$ cat config.mk
export PLATFORM = sky130hd
export DESIGN_NAME = matmul_result_streamer
export DESIGN_NICKNAME = d
export VERILOG_FILES = /design/src/rtl/matmul_pkg.sv /design/src/rtl/matmul_result_streamer.sv
export SDC_FILE = /design/constraint.sdc
export NUM_CORES = 1
export LEC_CHECK = 0
export BUFFER_PORTS_ARGS = -buffer_cell sky130_fd_sc_hd__buf_2
export CORE_AREA = 5 5 513 515
export CTS_BUF_LIST = sky130_fd_sc_hd__clkbuf_4 sky130_fd_sc_hd__clkbuf_8 sky130_fd_sc_hd__clkbuf_16
export DETAILED_ROUTE_END_ITERATION = 12
export DIE_AREA = 0 0 518 520
export SLEW_MARGIN = 0
export SYNTH_ARGS = -nofsm -noshare
export SYNTH_HDL_FRONTEND = slang
export SYNTH_SLANG_ARGS = --single-unit
$ cat constraint.sdc
create_clock -name clk -period 60.8 [get_ports clk]
set_input_delay 6.08 -clock clk [delete_from_list [all_inputs] [get_ports clk]]
set_output_delay 6.08 -clock clk [all_outputs]
set_load 0.01 [all_outputs]
$ cat src/rtl/matmul_pkg.sv
// Shared types and width helpers for the matmul datapath and its result streamer.
package matmul_pkg;

  typedef enum logic {
    IDLE   = 1'b0,
    STREAM = 1'b1
  } stream_state_e;

  // Accumulator width wide enough for a K-term sum of DATA_WIDTH x DATA_WIDTH products.
  function automatic int unsigned acc_width(input int unsigned data_width,
                                            input int unsigned k);
    return 2 * data_width + $clog2(k);
  endfunction

endpackage

$ cat src/rtl/matmul_result_streamer.sv
// Captures a full M x N result frame on done_in and streams it row-major over valid/ready.
module matmul_result_streamer
  import matmul_pkg::*;
#(
  parameter int unsigned M          = 6,
  parameter int unsigned N          = 6,
  parameter int unsigned K          = 6,
  parameter int unsigned DATA_WIDTH = 16,
  parameter int unsigned ACC_WIDTH  = acc_width(DATA_WIDTH, K)
) (
  input  logic                       clk,
  input  logic                       rst,
  input  logic                       done_in,
  input  logic [M*N*ACC_WIDTH-1:0]   C_flat,
  output logic                       m_valid,
  input  logic                       m_ready,
  output logic [ACC_WIDTH-1:0]       m_data,
  output logic [$clog2(M):0]         m_row,
  output logic [$clog2(N):0]         m_col,
  output logic                       m_last,
  output logic                       busy,
  output logic                       overrun
);

  localparam int unsigned RW = $clog2(M) + 1;
  localparam int unsigned CW = $clog2(N) + 1;
  localparam int unsigned NE = M * N;
  localparam int unsigned IW = (NE > 1) ? $clog2(NE) : 1;

  stream_state_e         state_q, state_d;
  logic [RW-1:0]         row_q, row_d;
  logic [CW-1:0]         col_q, col_d;
  logic [IW-1:0]         idx_q, idx_d;
  logic [ACC_WIDTH-1:0]  data_q, data_d;
  logic                  last_q, last_d;
  logic                  valid_q, valid_d;
  logic                  overrun_q, overrun_d;
  logic                  load_c;
  logic                  fire_c;

  logic [ACC_WIDTH-1:0]  buf_q [NE];

  assign fire_c = (state_q == STREAM) && m_ready;

  // State register and registered stream outputs; rst wins over everything.
  always_ff @(posedge clk) begin
    if (rst) begin
      state_q   <= IDLE;
      row_q     <= '0;
      col_q     <= '0;
      idx_q     <= '0;
      data_q    <= '0;
      last_q    <= 1'b0;
      valid_q   <= 1'b0;
      overrun_q <= 1'b0;
    end else begin
      state_q   <= state_d;
      row_q     <= row_d;
      col_q     <= col_d;
      idx_q     <= idx_d;
      data_q    <= data_d;
      last_q    <= last_d;
      valid_q   <= valid_d;
      overrun_q <= overrun_d;
    end
  end

  // Frame buffer: one parallel load per accepted frame, never cleared.
  always_ff @(posedge clk) begin
    if (load_c) begin
      for (int i = 0; i < int'(NE); i++) begin
        buf_q[i] <= C_flat[i*ACC_WIDTH +: ACC_WIDTH];
      end
    end
  end

  // Next-state, index advance and next output values.
  always_comb begin
    state_d   = state_q;
    row_d     = row_q;
    col_d     = col_q;
    idx_d     = idx_q;
    data_d    = data_q;
    last_d    = last_q;
    valid_d   = valid_q;
    overrun_d = overrun_q;
    load_c    = 1'b0;

    case (state_q)
      IDLE: begin
        if (done_in) begin
          load_c  = 1'b1;
          state_d = STREAM;
          row_d   = '0;
          col_d   = '0;
          idx_d   = '0;
          data_d  = C_flat[ACC_WIDTH-1:0];
          last_d  = (NE == 1);
          valid_d = 1'b1;
        end
      end

      STREAM: begin
        if (fire_c && last_q) begin
          row_d = '0;
          col_d = '0;
          idx_d = '0;
          if (done_in) begin
            // Back-to-back frame: element (0,0) follows with no bubble.
            load_c  = 1'b1;
            data_d  = C_flat[ACC_WIDTH-1:0];
            last_d  = (NE == 1);
          end else begin
            state_d = IDLE;
            data_d  = '0;
            last_d  = 1'b0;
            valid_d = 1'b0;
          end
        end else begin
          if (fire_c) begin
            if (col_q == CW'(N - 1)) begin
              col_d = '0;
              row_d = row_q + RW'(1);
            end else begin
              col_d = col_q + CW'(1);
            end
            idx_d  = idx_q + IW'(1);
            data_d = buf_q[idx_d];
            last_d = (row_d == RW'(M - 1)) && (col_d == CW'(N - 1));
          end
          // A frame arriving mid-stream has nowhere to go.
          if (done_in) begin
            overrun_d = 1'b1;
          end
        end
      end

      default: begin
        state_d = IDLE;
      end
    endcase
  end

  assign m_valid = valid_q;
  assign m_data  = data_q;
  assign m_row   = row_q;
  assign m_col   = col_q;
  assign m_last  = last_q;
  assign busy    = (state_q == STREAM);
  assign overrun = overrun_q;

endmodule

==> run_summary.xml <==
<?xml version="1.0" encoding="UTF-8"?>
<metrics>
  <group name="clocking">
    <metric name="cts.path.max_buffers" unit="">4</metric>
    <metric name="cts.hold.buffers_added" unit="">0</metric>
    <metric name="post_cts.repair.setup_buffers" unit="">0</metric>
    <metric name="cts_sinks" unit="">1313</metric>
    <metric name="cts_tree" unit="">done</metric>
    <metric name="clkTransAtPathRegs" unit="ns">0.06</metric>
    <metric name="post_cts.resized_instances" unit="">0</metric>
    <metric name="worstSkewPairLatency" unit="ns">0.82</metric>
    <metric name="clk_root_buffer_cell" unit="">sky130_fd_sc_hd__clkbuf_16</metric>
    <metric name="cts_buffers" unit="">158</metric>
    <metric name="clock_tree.htree_level_count" unit="">4</metric>
  </group>
  <group name="sta">
    <metric name="post-route-period-util" unit="%">17.4</metric>
    <metric name="report.final.setup_viol" unit="">0</metric>
    <metric name="finalSetupTns" unit="ns">0</metric>
    <metric name="tightestPinTransition" unit="ns">1.21</metric>
    <metric name="minimum_clock_period" unit="ns">10.57</metric>
    <metric name="tightest_slew_margin_relative_to_the_limit" unit="%">18.5</metric>
    <metric name="max_clock_freq" unit="GHz">0.0946</metric>
    <metric name="timing_hold_violations_final" unit="">0</metric>
    <metric name="rsz0062_at_grt" unit="">no</metric>
    <metric name="fin_worst_skew" unit="ns">0.0680</metric>
    <metric name="number_of_max_slew_violations_in_the_final_report" unit="">0</metric>
  </group>
  <group name="critical_path">
    <metric name="worst_path_most_repeated_cell" unit="">sky130_fd_sc_hd__buf_4</metric>
    <metric name="critical_path_arrival" unit="ns">10.95</metric>
    <metric name="path_class" unit="">primary input to flip-flop</metric>
    <metric name="critical_path.endpoint_type" unit="">flip-flop</metric>
    <metric name="cp_max_fo" unit="">91</metric>
    <metric name="slowest_stage" unit="">sky130_fd_sc_hd__buf_4</metric>
    <metric name="timing.critical_path.from_type" unit="">primary input</metric>
    <metric name="longest_individual_stage_delay_on_the_worst_path" unit="ns">0.97</metric>
    <metric name="cell_chain_critical_path" unit="">buf_2, nand2_1, nand2_1, and2_4, buf_4, buf_4, buf_4, buf_4</metric>
    <metric name="required" unit="ns">61.18</metric>
  </group>
  <group name="cells_and_area">
    <metric name="final_net_count" unit="">5161</metric>
    <metric name="postLayoutCoreUtil" unit="%">25.7</metric>
    <metric name="fillers" unit="">26400</metric>
    <metric name="post_route_cells_drive_above_1_share" unit="%">47.8</metric>
    <metric name="area_growth" unit="%">31.4</metric>
  </group>
  <group name="routing">
    <metric name="drcViolationCount" unit="">0</metric>
    <metric name="drt_pass1_iterations" unit="">5</metric>
    <metric name="wl" unit="mm">234</metric>
    <metric name="iter_0_drt_violations" unit="">3469</metric>
    <metric name="wire_length_per_cell_after_detailed_routing" unit="um">31.4</metric>
    <metric name="drt.antenna.violating_nets" unit="">0</metric>
    <metric name="routed_via_density" unit="">4.33</metric>
    <metric name="route.vias.total" unit="">32400</metric>
  </group>
  <group name="grt">
    <metric name="antenna_found_initial" unit="">201</metric>
    <metric name="grt_util_all_layers" unit="%">16.6</metric>
    <metric name="first_global_vias" unit="">32700</metric>
    <metric name="pin_count_of_the_biggest_net_entering_global_routing" unit="">194</metric>
    <metric name="grt_pass1_wl" unit="mm">301</metric>
    <metric name="grt_overflow" unit="">0</metric>
  </group>
  <group name="logic_synthesis">
    <metric name="post-synth-top-area-fraction" unit="%">75.0</metric>
    <metric name="avgSynthCellArea" unit="um^2">20.0</metric>
    <metric name="synth_nets" unit="">3788</metric>
    <metric name="synth.cell_area" unit="um^2">50400</metric>
    <metric name="synth_commonest_cells" unit="">sky130_fd_sc_hd__edfxtp_1, sky130_fd_sc_hd__mux4_2, sky130_fd_sc_hd__nand2_1</metric>
    <metric name="synth-warning-count" unit="">0</metric>
    <metric name="synthArstFlopShare" unit="%">0</metric>
    <metric name="ys_top_cells_by_area" unit="">sky130_fd_sc_hd__edfxtp_1, sky130_fd_sc_hd__mux4_2, sky130_fd_sc_hd__dfxtp_1</metric>
    <metric name="postSynth.topFlopCell" unit="">sky130_fd_sc_hd__edfxtp_1</metric>
    <metric name="yosysTopAreaCell" unit="">sky130_fd_sc_hd__edfxtp_1</metric>
    <metric name="fraction_of_the_yosys_area_taken_by_sequential_cells" unit="%">77.2</metric>
    <metric name="postSynthCellCount" unit="">2519</metric>
    <metric name="synth_enable_flop_cells" unit="">1260</metric>
    <metric name="yosysUniqueCellTypes" unit="">65</metric>
    <metric name="post-synth-top-count-cell" unit="">sky130_fd_sc_hd__edfxtp_1</metric>
    <metric name="yosys_register_bits" unit="">1313</metric>
  </group>
  <group name="min_path">
    <metric name="worst_hold_path_type" unit="">flip-flop to flip-flop</metric>
  </group>
  <group name="floorplanning">
    <metric name="die-area" unit="um^2">269000</metric>
    <metric name="fp.coreArea" unit="um^2">258000</metric>
    <metric name="initial_core_util" unit="%">19.5</metric>
    <metric name="top_level_ports" unit="">1311</metric>
    <metric name="row_count" unit="">187</metric>
    <metric name="die_w" unit="um">518</metric>
    <metric name="floorplan.die.height" unit="um">520</metric>
  </group>
  <group name="place">
    <metric name="place_hpwl" unit="mm">184</metric>
    <metric name="gp_congestion" unit="">0.936</metric>
    <metric name="port_buffers" unit="">1310</metric>
  </group>
  <group name="run_status">
    <metric name="run_status" unit="">finished, final reports clean</metric>
  </group>
  <group name="flow_run">
    <metric name="total_of_max_cap_violations" unit="">0</metric>
  </group>
  <group name="power">
    <metric name="vdd.ir_drop.worst" unit="mV">0.0255</metric>
    <metric name="power_density" unit="nW/um^2">33.1</metric>
    <metric name="leakage_power" unit="uW">0.0235</metric>
  </group>
</metrics>
-- final timing paths --
path / startpoint / to / slack [ns] / depth (start not counted)
min reg2reg: overrun$_SDFFE_PP0P_ / overrun$_SDFFE_PP0P_ / 0.49 / 2
min: overrun$_SDFFE_PP0P_ / overrun$_SDFFE_PP0P_ / 0.49 / 2
max reg2reg: m_last$_SDFFE_PP0P_ / buf_q[35][29]$_DFFE_PP_ / 55.20 / 7
max: m_ready / buf_q[35][29]$_DFFE_PP_ / 50.23 / 8
-- state kept, by name, indices dropped and copies added, names as in the netlist --
signal / cells
idx_q: 6
overrun: 1
buf_q: 1260
m_col: 4
m_data: 35
busy: 1
m_row: 4
m_last: 1
m_valid: 1
-- final cells by class --
| class | instances | area, um^2 | share of cell area [%] |
|---|---|---|---|
| inverter | 28 | 105 | 0.159 |
| tap | 3402 | 4260 | 6.42 |
| sequential | 1313 | 38900 | 58.7 |
| clock inverter | 90 | 903 | 1.36 |
| clock buffer | 187 | 4240 | 6.40 |
| antenna | 61 | 153 | 0.230 |
| timing repair buffer | 1357 | 6950 | 10.5 |
| multi-input combinational | 1034 | 10800 | 16.2 |
-- power by group --
part / leakage, uW / internal, uW / switching (uW) / total (uW)
Clock: 0.00255 / 563 / 392 / 955
Sequential: 0.0124 / 1050 / 18.4 / 1070
Combinational: 0.00850 / 68.8 / 97.2 / 166
-- worst max-delay path, delay by kind of cell --
kind	cells	cell delay, ns
buffers and inverters	5	3.69
AND/OR/NAND/NOR	3	0.96
-- kinds of logic (layout without fill, tap and decap cells) --
| family | Yosys count | count (layout) | synth area share, % |
|---|---|---|---|
| compound gates | 218 | 218 | 3.35 |
| xor+xnor | 6 | 6 | 0.119 |
| fa+ha+maj | 5 | 5 | 0.124 |
| buf+inv | 172 | 1662 | 1.77 |
| flops | 1313 | 1313 | 77.2 |
| mux | 311 | 311 | 13.1 |
| other cells | 0 | 61 | 0 |
| simple gates | 494 | 494 | 4.37 |
-- through the flow --
step | setup slack (ns) | hold slack, ns | cells | total power (uW) | cell area (um^2)
floorplan | 24.38 | 0.470 | 2519 | 1220 | 50400
global placement | 49.60 | 0.463 | 7134 | 1250 | 61000
detailed placement | 49.41 | 0.461 | 7134 | 1260 | 61000
CTS | 50.30 | 0.477 | 7411 | 2220 | 66100
global route | 49.93 | 0.506 | 7430 | 2260 | 66200
finish | 50.23 | 0.486 | 7472 | 2190 | 66300
-- per-layer routing --
layer	GRT usage [%]	vias up	wire length, um
met5	0	-	931
met4	5.05	138	8130
met3	7.99	533	29100
met2	26.7	2124	108000
met1	19.7	16400	88400
li1	-	13200	-
-- layout by cell type (no fill, tap or decap), drive strengths merged, types with 15 or more instances in the layout --
| cell type | synthesis | final |
|---|---|---|
| buf | 94 | 1357 |
| edfxtp | 1260 | 1260 |
| mux4 | 279 | 279 |
| nand2 | 257 | 257 |
| clkbuf | 50 | 187 |
| nand3 | 113 | 113 |
| diode | 0 | 61 |
| clkinv | 0 | 57 |
| nor2 | 56 | 56 |
| dfxtp | 53 | 53 |
| a211oi | 49 | 49 |
| inv | 28 | 41 |
| a21oi | 40 | 40 |
| a221oi | 33 | 33 |
| mux2i | 31 | 31 |
| nand4 | 26 | 26 |
| a41o | 25 | 25 |
| o22a | 24 | 24 |
| bufinv | 0 | 15 |
| o21ai | 15 | 15 |
Note: power is estimated with default switching activity, not from simulation.
